--- src/rtl/vga_timing_pkg.sv ---
// Shared VGA 640x480@60 timing constants and pipeline types for the frame buffer blocks.
package vga_timing_pkg;

    localparam int unsigned H_ACTIVE = 640;
    localparam int unsigned H_FP     = 16;
    localparam int unsigned H_SYNC   = 96;
    localparam int unsigned H_BP     = 48;
    localparam int unsigned V_ACTIVE = 480;
    localparam int unsigned V_FP     = 10;
    localparam int unsigned V_SYNC   = 2;
    localparam int unsigned V_BP     = 33;

    localparam int unsigned H_TOTAL      = H_ACTIVE + H_FP + H_SYNC + H_BP;
    localparam int unsigned V_TOTAL      = V_ACTIVE + V_FP + V_SYNC + V_BP;
    localparam int unsigned HS_START     = H_ACTIVE + H_FP;
    localparam int unsigned HS_END       = HS_START + H_SYNC - 1;
    localparam int unsigned VS_START     = V_ACTIVE + V_FP;
    localparam int unsigned VS_END       = VS_START + V_SYNC - 1;
    localparam int unsigned FRAME_PIXELS = H_ACTIVE * V_ACTIVE;

    localparam int unsigned CNT_W  = 10;
    localparam int unsigned ADDR_W = 19;
    localparam int unsigned RGB_W  = 12;

    typedef logic [CNT_W-1:0]  cnt_t;
    typedef logic [ADDR_W-1:0] addr_t;
    typedef logic [RGB_W-1:0]  rgb_t;

    // Per-pixel control bits carried alongside the RAM read latency.
    typedef struct packed {
        logic active;
        logic hs_n;
        logic vs_n;
    } stage_t;

    localparam stage_t STAGE_BLANK = '{active: 1'b0, hs_n: 1'b1, vs_n: 1'b1};

endpackage

--- src/rtl/vga_framebuffer_reader_if.sv ---
// Frame RAM read port plus VGA pin bundle of the frame buffer reader.
interface vga_framebuffer_reader_if;
    import vga_timing_pkg::*;

    addr_t      addr;
    rgb_t       din;
    logic [3:0] vga_r;
    logic [3:0] vga_g;
    logic [3:0] vga_b;
    logic       vga_hsync;
    logic       vga_vsync;
    logic       frame_start;

    modport master (
        output addr, vga_r, vga_g, vga_b, vga_hsync, vga_vsync, frame_start,
        input  din
    );

    modport slave (
        input  addr, vga_r, vga_g, vga_b, vga_hsync, vga_vsync, frame_start,
        output din
    );

endinterface

--- src/rtl/vga_timing_gen.sv ---
// Horizontal/vertical scan counters and their stage-0 decode.
module vga_timing_gen
    import vga_timing_pkg::*;
#(
    parameter int unsigned HActive = H_ACTIVE,
    parameter int unsigned HFp     = H_FP,
    parameter int unsigned HSync   = H_SYNC,
    parameter int unsigned HBp     = H_BP,
    parameter int unsigned VActive = V_ACTIVE,
    parameter int unsigned VFp     = V_FP,
    parameter int unsigned VSync   = V_SYNC,
    parameter int unsigned VBp     = V_BP
) (
    input  logic   pclk,
    input  logic   rst_n,
    output stage_t stage,
    output logic   v_visible,
    output logic   frame_start
);

    localparam cnt_t HActC   = cnt_t'(HActive);
    localparam cnt_t HLast   = cnt_t'(HActive + HFp + HSync + HBp - 1);
    localparam cnt_t HsFirst = cnt_t'(HActive + HFp);
    localparam cnt_t HsLast  = cnt_t'(HActive + HFp + HSync - 1);
    localparam cnt_t VActC   = cnt_t'(VActive);
    localparam cnt_t VLast   = cnt_t'(VActive + VFp + VSync + VBp - 1);
    localparam cnt_t VsFirst = cnt_t'(VActive + VFp);
    localparam cnt_t VsLast  = cnt_t'(VActive + VFp + VSync - 1);

    cnt_t hcnt;
    cnt_t vcnt;

    // Raster scan: hcnt wraps each line, vcnt steps on every hcnt wrap.
    always_ff @(posedge pclk) begin
        if (!rst_n) begin
            hcnt <= '0;
            vcnt <= '0;
        end else if (hcnt == HLast) begin
            hcnt <= '0;
            vcnt <= (vcnt == VLast) ? '0 : vcnt + cnt_t'(1);
        end else begin
            hcnt <= hcnt + cnt_t'(1);
        end
    end

    // Stage-0 decode straight off the counters; frame_start is held low while in reset.
    always_comb begin
        stage.active = (hcnt < HActC) && (vcnt < VActC);
        stage.hs_n   = !((hcnt >= HsFirst) && (hcnt <= HsLast));
        stage.vs_n   = !((vcnt >= VsFirst) && (vcnt <= VsLast));
        v_visible    = vcnt < VActC;
        frame_start  = rst_n && (hcnt == '0) && (vcnt == '0);
    end

endmodule

--- src/rtl/vga_framebuffer_reader.sv ---
// Frame buffer read side: linear address generation, sync/blank alignment to RAM latency, pins.
module vga_framebuffer_reader
    import vga_timing_pkg::*;
#(
    parameter int unsigned HActive   = H_ACTIVE,
    parameter int unsigned HFp       = H_FP,
    parameter int unsigned HSync     = H_SYNC,
    parameter int unsigned HBp       = H_BP,
    parameter int unsigned VActive   = V_ACTIVE,
    parameter int unsigned VFp       = V_FP,
    parameter int unsigned VSync     = V_SYNC,
    parameter int unsigned VBp       = V_BP,
    // Frame RAM address-to-data latency; legal range 1..4.
    parameter int unsigned RdLatency = 2
) (
    input logic                      pclk,
    input logic                      rst_n,
    vga_framebuffer_reader_if.master bus
);

    localparam addr_t AddrLast = addr_t'(HActive * VActive - 1);

    stage_t stage0;
    logic   v_visible;
    logic   frame_start;

    vga_timing_gen #(
        .HActive (HActive),
        .HFp     (HFp),
        .HSync   (HSync),
        .HBp     (HBp),
        .VActive (VActive),
        .VFp     (VFp),
        .VSync   (VSync),
        .VBp     (VBp)
    ) u_timing (
        .pclk        (pclk),
        .rst_n       (rst_n),
        .stage       (stage0),
        .v_visible   (v_visible),
        .frame_start (frame_start)
    );

    addr_t                  addr_q;
    stage_t [RdLatency:0]   pipe;
    rgb_t                   rgb_q;

    // Row-major address: step after each active pixel, park at 0 through vertical blanking.
    always_ff @(posedge pclk) begin
        if (!rst_n) begin
            addr_q <= '0;
        end else if (!v_visible) begin
            addr_q <= '0;
        end else if (stage0.active) begin
            addr_q <= (addr_q == AddrLast) ? '0 : addr_q + addr_t'(1);
        end
    end

    // Control bits ride RdLatency+1 stages so sync/blank land on the pins with their pixel.
    always_ff @(posedge pclk) begin
        if (!rst_n) begin
            pipe <= {(RdLatency + 1){STAGE_BLANK}};
        end else begin
            pipe <= {pipe[RdLatency-1:0], stage0};
        end
    end

    // RAM data arrives RdLatency after its address; register it, forced to 0 when blanked.
    always_ff @(posedge pclk) begin
        if (!rst_n) begin
            rgb_q <= '0;
        end else begin
            rgb_q <= pipe[RdLatency-1].active ? bus.din : '0;
        end
    end

    // Pin mapping.
    always_comb begin
        bus.addr        = addr_q;
        bus.vga_r       = rgb_q[11:8];
        bus.vga_g       = rgb_q[7:4];
        bus.vga_b       = rgb_q[3:0];
        bus.vga_hsync   = pipe[RdLatency].hs_n;
        bus.vga_vsync   = pipe[RdLatency].vs_n;
        bus.frame_start = frame_start;
    end

endmodule

--- src/flat_wrapper.sv ---
// flat-port wrapper written by rule: the top's interface ports become plain ports
module vga_framebuffer_reader_flat import vga_timing_pkg::*;
#(
    parameter int unsigned HActive   = H_ACTIVE,
    parameter int unsigned HFp       = H_FP,
    parameter int unsigned HSync     = H_SYNC,
    parameter int unsigned HBp       = H_BP,
    parameter int unsigned VActive   = V_ACTIVE,
    parameter int unsigned VFp       = V_FP,
    parameter int unsigned VSync     = V_SYNC,
    parameter int unsigned VBp       = V_BP,
                                                           
    parameter int unsigned RdLatency = 2
)
  (pclk, rst_n, bus_addr, bus_vga_r, bus_vga_g, bus_vga_b, bus_vga_hsync, bus_vga_vsync, bus_frame_start, bus_din);
  vga_framebuffer_reader_if bus_i ();
  input logic pclk;
  input logic rst_n;
  output wire logic [$bits(bus_i.addr)-1:0] bus_addr;
  output wire logic [$bits(bus_i.vga_r)-1:0] bus_vga_r;
  output wire logic [$bits(bus_i.vga_g)-1:0] bus_vga_g;
  output wire logic [$bits(bus_i.vga_b)-1:0] bus_vga_b;
  output wire logic [$bits(bus_i.vga_hsync)-1:0] bus_vga_hsync;
  output wire logic [$bits(bus_i.vga_vsync)-1:0] bus_vga_vsync;
  output wire logic [$bits(bus_i.frame_start)-1:0] bus_frame_start;
  input wire logic [$bits(bus_i.din)-1:0] bus_din;
  assign bus_addr = bus_i.addr;
  assign bus_vga_r = bus_i.vga_r;
  assign bus_vga_g = bus_i.vga_g;
  assign bus_vga_b = bus_i.vga_b;
  assign bus_vga_hsync = bus_i.vga_hsync;
  assign bus_vga_vsync = bus_i.vga_vsync;
  assign bus_frame_start = bus_i.frame_start;
  assign bus_i.din = bus_din;
  vga_framebuffer_reader #(.HActive(HActive), .HFp(HFp), .HSync(HSync), .HBp(HBp), .VActive(VActive), .VFp(VFp), .VSync(VSync), .VBp(VBp), .RdLatency(RdLatency)) u_core (.pclk(pclk), .rst_n(rst_n), .bus(bus_i));
endmodule
--- config.mk ---
export PLATFORM = sky130hd
export DESIGN_NAME = vga_framebuffer_reader_flat
export DESIGN_NICKNAME = d
export VERILOG_FILES = /design/src/rtl/vga_timing_pkg.sv /design/src/rtl/vga_framebuffer_reader_if.sv /design/src/rtl/vga_timing_gen.sv /design/src/rtl/vga_framebuffer_reader.sv /design/src/flat_wrapper.sv
export SDC_FILE = /design/constraint.sdc
export NUM_CORES = 1
export LEC_CHECK = 0
export ABC_AREA = 1
export ABC_CLOCK_PERIOD_IN_PS = 1600
export BUFFER_PORTS_ARGS = -buffer_cell sky130_fd_sc_hd__buf_2
export CELL_PAD_IN_SITES_DETAIL_PLACEMENT = 0
export CELL_PAD_IN_SITES_GLOBAL_PLACEMENT = 1
export CORE_ASPECT_RATIO = 1.1
export CORE_MARGIN = 1.5
export CORE_UTILIZATION = 37
export CTS_CLUSTER_DIAMETER = 100
export DETAILED_ROUTE_END_ITERATION = 6
export PLACE_DENSITY_LB_ADDON = 0.1
export SYNTH_ARGS = -nofsm -noshare
export SYNTH_HDL_FRONTEND = slang
export SYNTH_SLANG_ARGS = --single-unit
--- constraint.sdc ---
create_clock -name pclk -period 1.6 [get_ports pclk]
set_input_delay 0.24 -clock pclk [delete_from_list [all_inputs] [get_ports pclk]]
set_output_delay 0.24 -clock pclk [all_outputs]
set_load 0.02 [all_outputs]
==> qor.json <==
{
  "ios": 48,
  "vias": 2606,
  "die_height_um": 94.4,
  "setup.worst_path.start_class": "register",
  "clock-skew-final_ns": 0.00655,
  "violations_in_the_final_reports": "negative setup slack",
  "place.detailed.hpwl_um": 4970,
  "globalRoute.totalOverflow": 0,
  "synth.cells.most_frequent": "nor2_1, nand2_1, dfxtp_1",
  "reg2regPathDepth": 10,
  "period_needed_ns": 1.63,
  "die_width_um": 86.1,
  "run_status": "finished with violations",
  "finish.instance_area_um2": 3590,
  "worst_skew_pair.late_latency_ns": 0.33,
  "synthMostInstantiatedCell": "nor2_1",
  "drt-pass1-iter-count": 4,
  "finalCritPeriodShare_pct": 102,
  "tritoncts_num_sinks": 59,
  "cts_root_buf": "clkbuf_8",
  "gpl.final_weighted_congestion": 0.869,
  "hold_viol": 0,
  "cts_htree_levels": 3,
  "final_cells": 565,
  "number_of_enable_flip_flop_cells_after_synthesis": 0,
  "pre_cts_ws_ns": 0.0153,
  "area_after_dpl_um2": 3250,
  "maxClockFrequency_mhz": 613,
  "drive_above_1_share_pct": 31.6,
  "post_synth_design_cell_area_um2": 2810,
  "post_cts_hold_buffer_count": 0,
  "via_count_of_the_first_global_routing_pass": 2445,
  "required_ns": 1.36,
  "core_area_um2": 7390,
  "number_of_different_library_cells_in_the_post_synthesis_netlist": 32,
  "postSynthAreaPerCell_um2": 7.14,
  "path_type_of_the_worst_min_delay_path": "primary input to register",
  "power.density_cell_area_nw_per_um2": 795,
  "post_synth_inst_count": 393,
  "cp_max_fo": 3,
  "timing.max_cap.violations": 0,
  "endpoint_kind": "output port",
  "initial_utilization_pct": 38.0,
  "finish.net_count": 493,
  "diodes": 0,
  "syn2layout_area_growth_pct": 28.0,
  "worstSetupPathType": "register to output port",
  "number_of_filler_instances_in_the_final_layout": 763,
  "design.die.area_um2": 8120,
  "antenna_found_initial": 0,
  "most_common_flop_cell_mapped_by_yosys": "dfxtp_1",
  "cts_tree": "done",
  "cts-root-to-sink-buffers": 2,
  "timing.final.setup_violations": 1,
  "numCtsBuffers": 9,
  "synth_area_leaders": "dfxtp_1, nor2_1, nand2_1",
  "grt_pass1_wl_um": 11000,
  "timing.setup.tns_ns": -0.0326,
  "routedWlPerCell_um": 11.8,
  "vdd_drop_max_uv": 309,
  "rsz0062_at_grt": "yes",
  "post-route-drc-count": 0,
  "route.detailed.vias_per_inst": 4.61,
  "min_delay_path_depth": 3,
  "tightestPinTransition_ns": 0.388,
  "synthDominantAreaCellType": "dfxtp_1",
  "report.final.slew_viol_count": 0,
  "track_usage_pct": 17.4,
  "syn_nets": 413,
  "p_leak_uw": 0.00159,
  "grt_start_max_net_pins": 15,
  "clock_slew_at_the_register_clock_pins_of_the_worst_setup_and_hold_paths_ns": 0.07,
  "synth.yosys.seq_area_share_pct": 42.1,
  "final.setup.worst_slack_ns": -0.0326,
  "async_reset_ff_share_pct": 0,
  "placement.io_buffers": 47,
  "synth-seq-cells": 59,
  "drt.antenna.violating_nets": 0,
  "yosysTopAreaCellShare_pct": 42.1,
  "yosys_warnings": 0,
  "final_cell_utilization_of_the_core_pct": 48.6,
  "place.detailed.instances": 539,
  "rows": 33,
  "relSlewSlack_pct": 74.1,
  "totalWireLength_um": 6640,
  "drtIter0Drc": 113,
  "worst-endpoint-arrival_ns": 1.39
}
[final cells by class]
cell class / instances / area (µm²) / area share, %
Sequential cell: 59 / 1190 / 33.2
Clock inverter: 6 / 42.5 / 1.18
Timing Repair Buffer: 74 / 453 / 12.6
Inverter: 58 / 218 / 6.06
Clock buffer: 10 / 128 / 3.55
Multi-Input combinational cell: 271 / 1450 / 40.3
Tap cell: 87 / 109 / 3.03
[flip-flops by register name, summed over array words and instances, names as in the netlist]
register              count
u_core.bus.vga_hsync      1
u_core.u_timing.hcnt     10
u_core.u_timing.vcnt     10
u_core.rgb_q             12
u_core.bus.addr          19
u_core.bus.vga_vsync      1
u_core.pipe               6
[layout by cell type (no fill, tap or decap), drive strengths merged]
cell type  count
nor2          87
nand2         85
buf           74
dfxtp         59
inv           58
nand3         25
nor3          13
a21oi         12
o21ai         12
clkbuf        10
xor2           8
nand4          6
ha             6
or2            4
clkinv         4
nor3b          3
nor4           2
nand3b         2
a31oi          2
o2111ai        2
clkinvlp       2
a211oi         1
xnor2          1
[power breakdown]
part	switching [µW]	internal, µW	total, µW
combinational	107	76.1	183
clock	611	561	1170
sequential	11.6	1490	1500
[worst max-delay path, cell delays in order, from the launching register on]
cell     delay [ns]
dfxtp_1        0.34
nor4_2         0.30
nand4_1        0.16
nor2_2         0.13
buf_4          0.14
[logic make-up after synthesis]
group | synth area share (%)
flip-flops | 42.1
AO/OA/AOI/OAI | 6.42
AND/OR/NAND/NOR | 36.6
XOR/XNOR | 2.81
adder cells (fa/ha/maj) | 2.67
buffers and inverters | 9.40
[metal layers]
layer | GRT usage, % | share of wire, %
met5 | 0 | 0
met3 | 4.46 | 2.5
met1 | 21.7 | 46
met4 | 5.38 | 0.89
met2 | 29.3 | 50
[stage by stage]
step                hold slack, ns  total power, µW
finish                       0.116             2860
detailed placement           0.400             1700
CTS                          0.104             2890
floorplan                    0.352             1630
global placement             0.394             1690
global route                 0.105             3000
[timing repair]
| action | 4_1_cts | 5_1_grt |
|---|---|---|
| hold endpoints to repair | 0 | 0 |
| gates resized for setup | 17 | 24 |
| gates cloned | 0 | 0 |
| setup endpoints to repair | 2 | 27 |
| setup buffers | 5 | 5 |
| pin swaps | 5 | 6 |
[final timing paths]
| path | start | to | slack, ns |
|---|---|---|---|
| min reg2reg | u_core.pipe[4] | u_core.bus.vga_hsync | 0.41 |
| max reg2reg | u_core.u_timing.hcnt[0] | u_core.u_timing.vcnt[7] | 0.03 |
| min | bus_din[7] | u_core.rgb_q[7] | 0.12 |
| max | u_core.u_timing.hcnt[5] | bus_frame_start | -0.03 |
(Power assumes the default switching activity.)
